## src/rtl/conv3x3_pkg.sv

```systemverilog
// Shared definitions for the 3x3 convolution engine.
// Holds the border codes and their tap-enable table, preset identifiers,
// the Laplacian and Gaussian kernel constants and the config address map.
package conv3x3_pkg;

    // Border codes: the name lists the corner taps kept besides the centre.
    localparam logic [3:0] BORDER_NONE   = 4'd0;
    localparam logic [3:0] BORDER_TAP0   = 4'd1;
    localparam logic [3:0] BORDER_TAP2   = 4'd2;
    localparam logic [3:0] BORDER_TAP06  = 4'd3;
    localparam logic [3:0] BORDER_TAP28  = 4'd4;
    localparam logic [3:0] BORDER_TAP6   = 4'd5;
    localparam logic [3:0] BORDER_TAP8   = 4'd6;

    localparam logic [8:0] MASK_ALL      = 9'h1FF;

    // Preset identifiers carried in cfg_wdata[0].
    localparam logic PRESET_LAPLACIAN    = 1'b0;
    localparam logic PRESET_GAUSSIAN     = 1'b1;

    // Kernels packed 8 bits per tap, tap k at [k*8 +: 8] (tap 8 is the MSB byte).
    localparam logic [71:0] LAP_COEFS = {8'hFF, 8'h00, 8'hFF,
                                         8'h00, 8'h04, 8'h00,
                                         8'hFF, 8'h00, 8'hFF};
    localparam logic [71:0] GAUSS_COEFS = {8'h01, 8'h02, 8'h01,
                                           8'h02, 8'h04, 8'h02,
                                           8'h01, 8'h02, 8'h01};
    localparam logic [3:0]  LAP_SHIFT   = 4'd0;
    localparam logic [3:0]  GAUSS_SHIFT = 4'd4;

    // Configuration address map.
    localparam logic [3:0] CFG_TAP_LAST = 4'd8;
    localparam logic [3:0] CFG_SHIFT    = 4'd9;
    localparam logic [3:0] CFG_PRESET   = 4'd10;

    // Tap-enable mask for a border code; bit k enables tap k.
    function automatic logic [8:0] border_mask(input logic [3:0] code);
        logic [8:0] mask;
        case (code)
            BORDER_NONE:  mask = 9'h000;
            BORDER_TAP0:  mask = 9'h011;
            BORDER_TAP2:  mask = 9'h014;
            BORDER_TAP06: mask = 9'h051;
            BORDER_TAP28: mask = 9'h114;
            BORDER_TAP6:  mask = 9'h050;
            BORDER_TAP8:  mask = 9'h110;
            default:      mask = MASK_ALL;
        endcase
        return mask;
    endfunction

endpackage

```

## src/rtl/conv3x3_round_sat.sv

```systemverilog
// Combinational round / normalise / saturate for the convolution total.
// Ports:
//   acc   - signed accumulator total
//   shift - normalising right shift (0 = no rounding, no shift)
//   pix   - unsigned result clamped to [0, 2^DATA_WIDTH-1]
//   clip  - high when the result had to be clamped
module conv3x3_round_sat #(
    parameter int ACC_WIDTH  = 18,
    parameter int DATA_WIDTH = 8
) (
    input  logic signed [ACC_WIDTH-1:0] acc,
    input  logic [3:0]                  shift,
    output logic [DATA_WIDTH-1:0]       pix,
    output logic                        clip
);

    // One guard bit so adding the rounding constant can never wrap.
    localparam logic signed [ACC_WIDTH:0] ONE = {{ACC_WIDTH{1'b0}}, 1'b1};

    logic signed [ACC_WIDTH:0] rnd_s;
    logic signed [ACC_WIDTH:0] sum_s;
    logic signed [ACC_WIDTH:0] shifted_s;

    // Round half up, arithmetic shift, then clamp into the pixel range.
    always_comb begin
        rnd_s     = '0;
        pix       = '0;
        clip      = 1'b0;
        if (shift != 4'd0) begin
            rnd_s = ONE <<< (shift - 4'd1);
        end else begin
            rnd_s = '0;
        end
        sum_s     = {acc[ACC_WIDTH-1], acc} + rnd_s;
        shifted_s = sum_s >>> shift;
        if (shifted_s[ACC_WIDTH]) begin
            pix  = '0;
            clip = 1'b1;
        end else if (|shifted_s[ACC_WIDTH-1:DATA_WIDTH]) begin
            pix  = '1;
            clip = 1'b1;
        end else begin
            pix  = shifted_s[DATA_WIDTH-1:0];
            clip = 1'b0;
        end
    end

endmodule

```

## src/rtl/conv3x3_engine.sv

```systemverilog
// Pipelined 3x3 convolution engine with programmable signed kernel,
// rounding normalise shift, border-tap masking and output saturation.
// Ports:
//   clk, rst_n              - clock, async active-low reset
//   cfg_we/cfg_addr/cfg_wdata - config: taps 0..8, 9 shift, 10 preset
//   in_valid/in_ready/in_pix/in_border - window stream in (tap k at k*DATA_WIDTH)
//   out_valid/out_ready/out_pix/out_clip - result stream out
// Three register stages (products, row sums, round/saturate), one common
// advance enable so the whole pipe stalls as a unit under back-pressure.
module conv3x3_engine
    import conv3x3_pkg::*;
#(
    parameter int DATA_WIDTH = 8,
    parameter int COEF_WIDTH = 5
) (
    input  logic                    clk,
    input  logic                    rst_n,
    input  logic                    cfg_we,
    input  logic [3:0]              cfg_addr,
    input  logic [7:0]              cfg_wdata,
    input  logic                    in_valid,
    output logic                    in_ready,
    input  logic [9*DATA_WIDTH-1:0] in_pix,
    input  logic [3:0]              in_border,
    output logic                    out_valid,
    input  logic                    out_ready,
    output logic [DATA_WIDTH-1:0]   out_pix,
    output logic                    out_clip
);

    localparam int ACC_WIDTH = DATA_WIDTH + COEF_WIDTH + 5;

    logic [COEF_WIDTH-1:0]        coef_r [9];
    logic [3:0]                   shift_r;

    logic                         adv_s;
    logic                         v1_r, v2_r, v3_r;
    logic [8:0]                   mask_s;
    logic signed [ACC_WIDTH-1:0]  pix_ext_s, coef_ext_s;
    logic signed [ACC_WIDTH-1:0]  prod_s  [9];
    logic signed [ACC_WIDTH-1:0]  prod1_r [9];
    logic [3:0]                   shift1_r, shift2_r;
    logic signed [ACC_WIDTH-1:0]  row2_r  [3];
    logic signed [ACC_WIDTH-1:0]  total_s;
    logic [DATA_WIDTH-1:0]        rs_pix_s;
    logic                         rs_clip_s;
    logic [DATA_WIDTH-1:0]        out_pix_r;
    logic                         out_clip_r;
    logic                         unused_cfg_s;

    // Not every write-data bit is meaningful for every address/width.
    assign unused_cfg_s = ^cfg_wdata;

    // Stage 3 frees up whenever it is empty or being drained.
    assign in_ready  = ~v3_r | out_ready;
    assign adv_s     = in_ready;
    assign out_valid = v3_r;
    assign out_pix   = out_pix_r;
    assign out_clip  = out_clip_r;

    // Kernel and shift registers; writes are independent of the pipe stall.
    always_ff @(posedge clk or negedge rst_n) begin
        if (!rst_n) begin
            for (int k = 0; k < 9; k++) begin
                coef_r[k] <= LAP_COEFS[k*8 +: COEF_WIDTH];
            end
            shift_r <= LAP_SHIFT;
        end else if (cfg_we) begin
            case (cfg_addr)
                CFG_SHIFT: shift_r <= cfg_wdata[3:0];
                CFG_PRESET: begin
                    for (int k = 0; k < 9; k++) begin
                        coef_r[k] <= (cfg_wdata[0] == PRESET_GAUSSIAN) ?
                                     GAUSS_COEFS[k*8 +: COEF_WIDTH] :
                                     LAP_COEFS[k*8 +: COEF_WIDTH];
                    end
                    shift_r <= (cfg_wdata[0] == PRESET_GAUSSIAN) ? GAUSS_SHIFT : LAP_SHIFT;
                end
                default: begin
                    // Addresses above the tap range are silently ignored.
                    if (cfg_addr <= CFG_TAP_LAST) begin
                        coef_r[cfg_addr] <= cfg_wdata[COEF_WIDTH-1:0];
                    end
                end
            endcase
        end
    end

    // Masked products: pixel zero-extended, coefficient sign-extended.
    always_comb begin
        mask_s     = border_mask(in_border);
        pix_ext_s  = '0;
        coef_ext_s = '0;
        for (int k = 0; k < 9; k++) begin
            pix_ext_s  = {{(ACC_WIDTH-DATA_WIDTH){1'b0}}, in_pix[k*DATA_WIDTH +: DATA_WIDTH]};
            coef_ext_s = {{(ACC_WIDTH-COEF_WIDTH){coef_r[k][COEF_WIDTH-1]}}, coef_r[k]};
            if (mask_s[k]) begin
                prod_s[k] = pix_ext_s * coef_ext_s;
            end else begin
                prod_s[k] = '0;
            end
        end
    end

    // Stage valids move together on advance; bubbles travel as invalid.
    always_ff @(posedge clk or negedge rst_n) begin
        if (!rst_n) begin
            v1_r <= 1'b0;
            v2_r <= 1'b0;
            v3_r <= 1'b0;
        end else if (adv_s) begin
            v1_r <= in_valid;
            v2_r <= v1_r;
            v3_r <= v2_r;
        end
    end

    // Stage 1: capture products and the shift in force at capture time.
    always_ff @(posedge clk or negedge rst_n) begin
        if (!rst_n) begin
            for (int k = 0; k < 9; k++) begin
                prod1_r[k] <= '0;
            end
            shift1_r <= 4'd0;
        end else if (adv_s && in_valid) begin
            for (int k = 0; k < 9; k++) begin
                prod1_r[k] <= prod_s[k];
            end
            shift1_r <= shift_r;
        end
    end

    // Stage 2: row sums, shift carried alongside.
    always_ff @(posedge clk or negedge rst_n) begin
        if (!rst_n) begin
            for (int r = 0; r < 3; r++) begin
                row2_r[r] <= '0;
            end
            shift2_r <= 4'd0;
        end else if (adv_s && v1_r) begin
            for (int r = 0; r < 3; r++) begin
                row2_r[r] <= prod1_r[3*r] + prod1_r[3*r+1] + prod1_r[3*r+2];
            end
            shift2_r <= shift1_r;
        end
    end

    assign total_s = row2_r[0] + row2_r[1] + row2_r[2];

    conv3x3_round_sat #(
        .ACC_WIDTH  (ACC_WIDTH),
        .DATA_WIDTH (DATA_WIDTH)
    ) u_round_sat (
        .acc   (total_s),
        .shift (shift2_r),
        .pix   (rs_pix_s),
        .clip  (rs_clip_s)
    );

    // Stage 3: register the saturated result.
    always_ff @(posedge clk or negedge rst_n) begin
        if (!rst_n) begin
            out_pix_r  <= '0;
            out_clip_r <= 1'b0;
        end else if (adv_s && v2_r) begin
            out_pix_r  <= rs_pix_s;
            out_clip_r <= rs_clip_s;
        end
    end

endmodule

```

## config.mk

```make
export PLATFORM = sky130hd
export DESIGN_NAME = conv3x3_engine
export DESIGN_NICKNAME = d
export VERILOG_FILES = /design/src/rtl/conv3x3_pkg.sv /design/src/rtl/conv3x3_round_sat.sv /design/src/rtl/conv3x3_engine.sv
export SDC_FILE = /design/constraint.sdc
export NUM_CORES = 1
export LEC_CHECK = 0
export ABC_AREA = 1
export CELL_PAD_IN_SITES_DETAIL_PLACEMENT = 0
export CELL_PAD_IN_SITES_GLOBAL_PLACEMENT = 1
export CORE_ASPECT_RATIO = 0.6
export CORE_UTILIZATION = 40
export DETAILED_ROUTE_END_ITERATION = 8
export DONT_BUFFER_PORTS = 1
export MAX_ROUTING_LAYER = met4
export PLACE_DENSITY = 0.75
export SETUP_SLACK_MARGIN = 0.02
export SYNTH_ARGS = -nofsm -noshare
export SYNTH_HDL_FRONTEND = slang
export SYNTH_HIERARCHICAL = 1
export SYNTH_SLANG_ARGS = --single-unit
```

## constraint.sdc

```tcl
create_clock -name clk -period 8.85 [get_ports clk]
set_input_delay 2.2125 -clock clk [delete_from_list [all_inputs] [get_ports clk]]
set_output_delay 2.2125 -clock clk [all_outputs]
set_load 0.02 [all_outputs]
```

==> flow_summary.yaml <==
worst_hold_path:
  whs_path_depth: 2
  hold_path_startpoint: "v2_r"
  hold_path_class: "reg -> reg"
sta:
  hold_viol: 0
  finalMaxSlewViolations: 0
  finalClockSkew_ns: 0.0298
  worst_pin_slew_ns: 0.893
  report.final.setup_viol: 0
  finalCritPeriodShare_pct: 57.3
  max_freq_mhz: 197
  fin_crit_ns: 5.07
  max_slew_margin_pct: 40.5
  tns_ns: 0
  rsz0062_at_grt: "false"
critical_path:
  cp.depth: 31
  cp.required_ns: 9.30
  slowest_stage: "fa_1"
  reg2regPathDepth: 31
  crit_path_end_kind: "flop"
  cp.arrival_ns: 5.52
  crit_path_start: "row2_r[19]"
  critPathMaxFanout: 9
  cp_top_family: "simple AND/OR/NAND/NOR gates"
  start_kind: "flop"
  critPathKind: "reg -> reg"
  slowest_delay_ns: 0.53
  r2r_start: "row2_r[19]"
  critPathBufInv: 4
  cp_common_cell: "nand2_1"
die:
  die_area_sq_um: 74600
  die_h_um: 212
  core_sq_um: 72200
  ioPinCount: 104
  num_rows: 76
  chipWidth_um: 352
  initial_utilization_pct: 40.7
placement:
  globalplace.congestion: 0.896
  dp.cells: 4995
  hpwl_um: 65400
  port_buffers: 0
logic_synthesis:
  synthCells: 4098
  syn-num-nets: 4752
  yosysTopAreaCellShare_pct: 19.4
  synth_ff_type: "dfrtp_1"
  synth_xor_area_share_pct: 1.55
  yosys.cell_count.top_type: "nand2_1"
  synthTopCellsByArea: "dfrtp_1, fa_1, nand2_1"
  synth.cell_area_sq_um: 29400
  synth-async-reset-ratio_pct: 100
  synth_top_family_by_area: "adder cells"
  synth_fa_ha_area_share_pct: 29.9
  synthTopCellsByCount: "nand2_1, inv_1, ha_1"
  synth_mux_area_share_pct: 0.498
  ys_seq_area_share_pct: 21.3
  yosysWarnings: 6
  synth_cell_type_count: 55
  yosysTopAreaCell: "dfrtp_1"
  synth_edf_count: 0
  synth_area_per_cell_sq_um: 7.17
  synth-simple-area-share_pct: 26.4
  synth_seq_cells: 249
  synth-compound-area-share_pct: 7.83
clock_network:
  clock_sinks: 249
  hold_buffers: 0
  cts.clk_slew.worst_paths_ns: 0.06
  h-tree-depth: 1
  clk_latency_ns: 0.59
  clk_path_buf_depth: 3
  cts_buffers: 28
  cts_resized: 0
  cts_root_buf: "clkbuf_16"
  post_cts_buffers: 0
  cts_tree: "yes"
global_routing:
  grt-busiest-layer: "met1"
  grt-ovfl-total: 0
  grt_usage_pct: 22.8
  grt_pass1_vias: 23500
  grt_max_degree: 250
  grt_use_met1_pct: 37.1
  antenna_found_initial: 0
  grt_util_met2_pct: 28.5
  use_met3_pct: 4.38
  grt_pass1_wl_um: 130000
outcome:
  run_status: "completed"
detailed_routing:
  vias_per_cell: 4.90
  postRouteAntennaNets: 0
  vias: 24700
  wl_per_cell_um: 15.7
  wirelength_um: 79000
  drc: 0
  dr.pass1.iters: 6
  drt_iter0_markers: 1794
pwr:
  leakage_nw: 18.3
  power_mw: 12.0
  ir_drop_mv: 0.198
  powerDensity_nw_per_um2: 386
finish:
  n_antenna_cell: 0
  fin_cells: 5046
  drive_gt1_share_pct: 4.32
  nets: 4704
  area_growth_pct: 6.21
job:
  cap_viol_max_count: 0
-- final timing paths --
path | end | slack (ns)
worst min register to register | out_valid | 0.47
min in group asynchronous | prod1_r[155] | 1.34
worst max register to register | out_pix[5] | 3.78
max in group asynchronous | prod1_r[22] | 6.88
worst min-delay path | out_valid | 0.47
worst max-delay path | out_pix[5] | 3.78
-- registers in the layout (all words and copies together) (netlist names) --
signal / count
out_pix: 8
row2_r: 54
v2_r: 1
out_clip: 1
coef_ext_s: 5
coef_r: 40
shift1_r: 4
prod1_r: 126
out_valid: 1
shift_r: 4
shift2_r: 4
v1_r: 1
-- through the flow --
step                      hold WS (ns)  instance area (sq um)  setup WS [ns]  util (%)
after floorplan                  0.437                  29400           3.60         -
after global placement           0.466                  30200           3.31      41.9
after detailed placement         0.461                  30200           3.27      41.9
after CTS                        0.478                  31200           3.81      43.2
after global routing             0.510                  31200           3.19      43.2
final                            0.472                  31200           3.78      43.2
-- where the power goes --
group,switching [mW],internal (mW),leakage (nW)
combinational,5.51,3.14,14.7
sequential,0.579,1.57,3.14
clock,0.519,0.733,0.482
-- final cells by class --
type	instances	area [sq um]
clock inverter	13	150
fill	7535	41000
multi-input combinational	2897	19400
clock buffer	38	820
inverter	869	3270
tap	975	1220
timing repair buffer	5	37.5
sequential	249	6260
-- cells by family after synthesis --
group	after synthesis
other cells	1
simple gates	1866
fa+ha+maj	561
buf+inv	952
compound gates	405
mux	12
xor+xnor	52
flops	249
-- worst reg2reg max path, delay by kind of cell, from the launching register on --
kind	cells	cell delay, ns
compound gates	1	0.23
xor+xnor	1	0.16
fa+ha+maj	4	1.45
buf+inv	4	0.19
flops	1	0.42
mux	1	0.25
simple gates	20	2.23
-- cell usage in the layout (no fill, tap or decap), drive strengths merged --
cell type | netlist | layout
a211oi | 1 | 1
a21boi | 1 | 1
a21o | 6 | 6
a21oi | 136 | 136
a22o | 32 | 32
a22oi | 2 | 2
a31oi | 7 | 7
and2 | 4 | 4
buf | 37 | 5
bufinv | 0 | 3
clkbuf | 46 | 38
clkinv | 10 | 19
clkinvlp | 0 | 1
conb | 1 | 1
dfrtp | 228 | 228
dfstp | 21 | 21
fa | 235 | 235
ha | 326 | 326
inv | 859 | 859
mux2 | 12 | 12
nand2 | 1251 | 1251
nand3 | 243 | 243
nand3b | 15 | 15
nand4 | 39 | 39
nor2 | 261 | 261
nor3 | 12 | 12
o211ai | 7 | 7
o21a | 4 | 4
o21ai | 181 | 181
o21bai | 19 | 19
o221ai | 1 | 1
o22ai | 7 | 7
o32ai | 1 | 1
or2 | 41 | 41
xnor2 | 31 | 31
xor2 | 21 | 21
-- layer usage --
layer | up-vias | wire, um | part of all wire, %
li1 | 12500 | - | -
met1 | 11500 | 43800 | 55
met2 | 572 | 28200 | 36
met3 | 67 | 5970 | 7.6
met4 | 0 | 1080 | 1.4
met5 | - | 0 | 0
No activity file was read; power rests on OpenSTA's default activity.
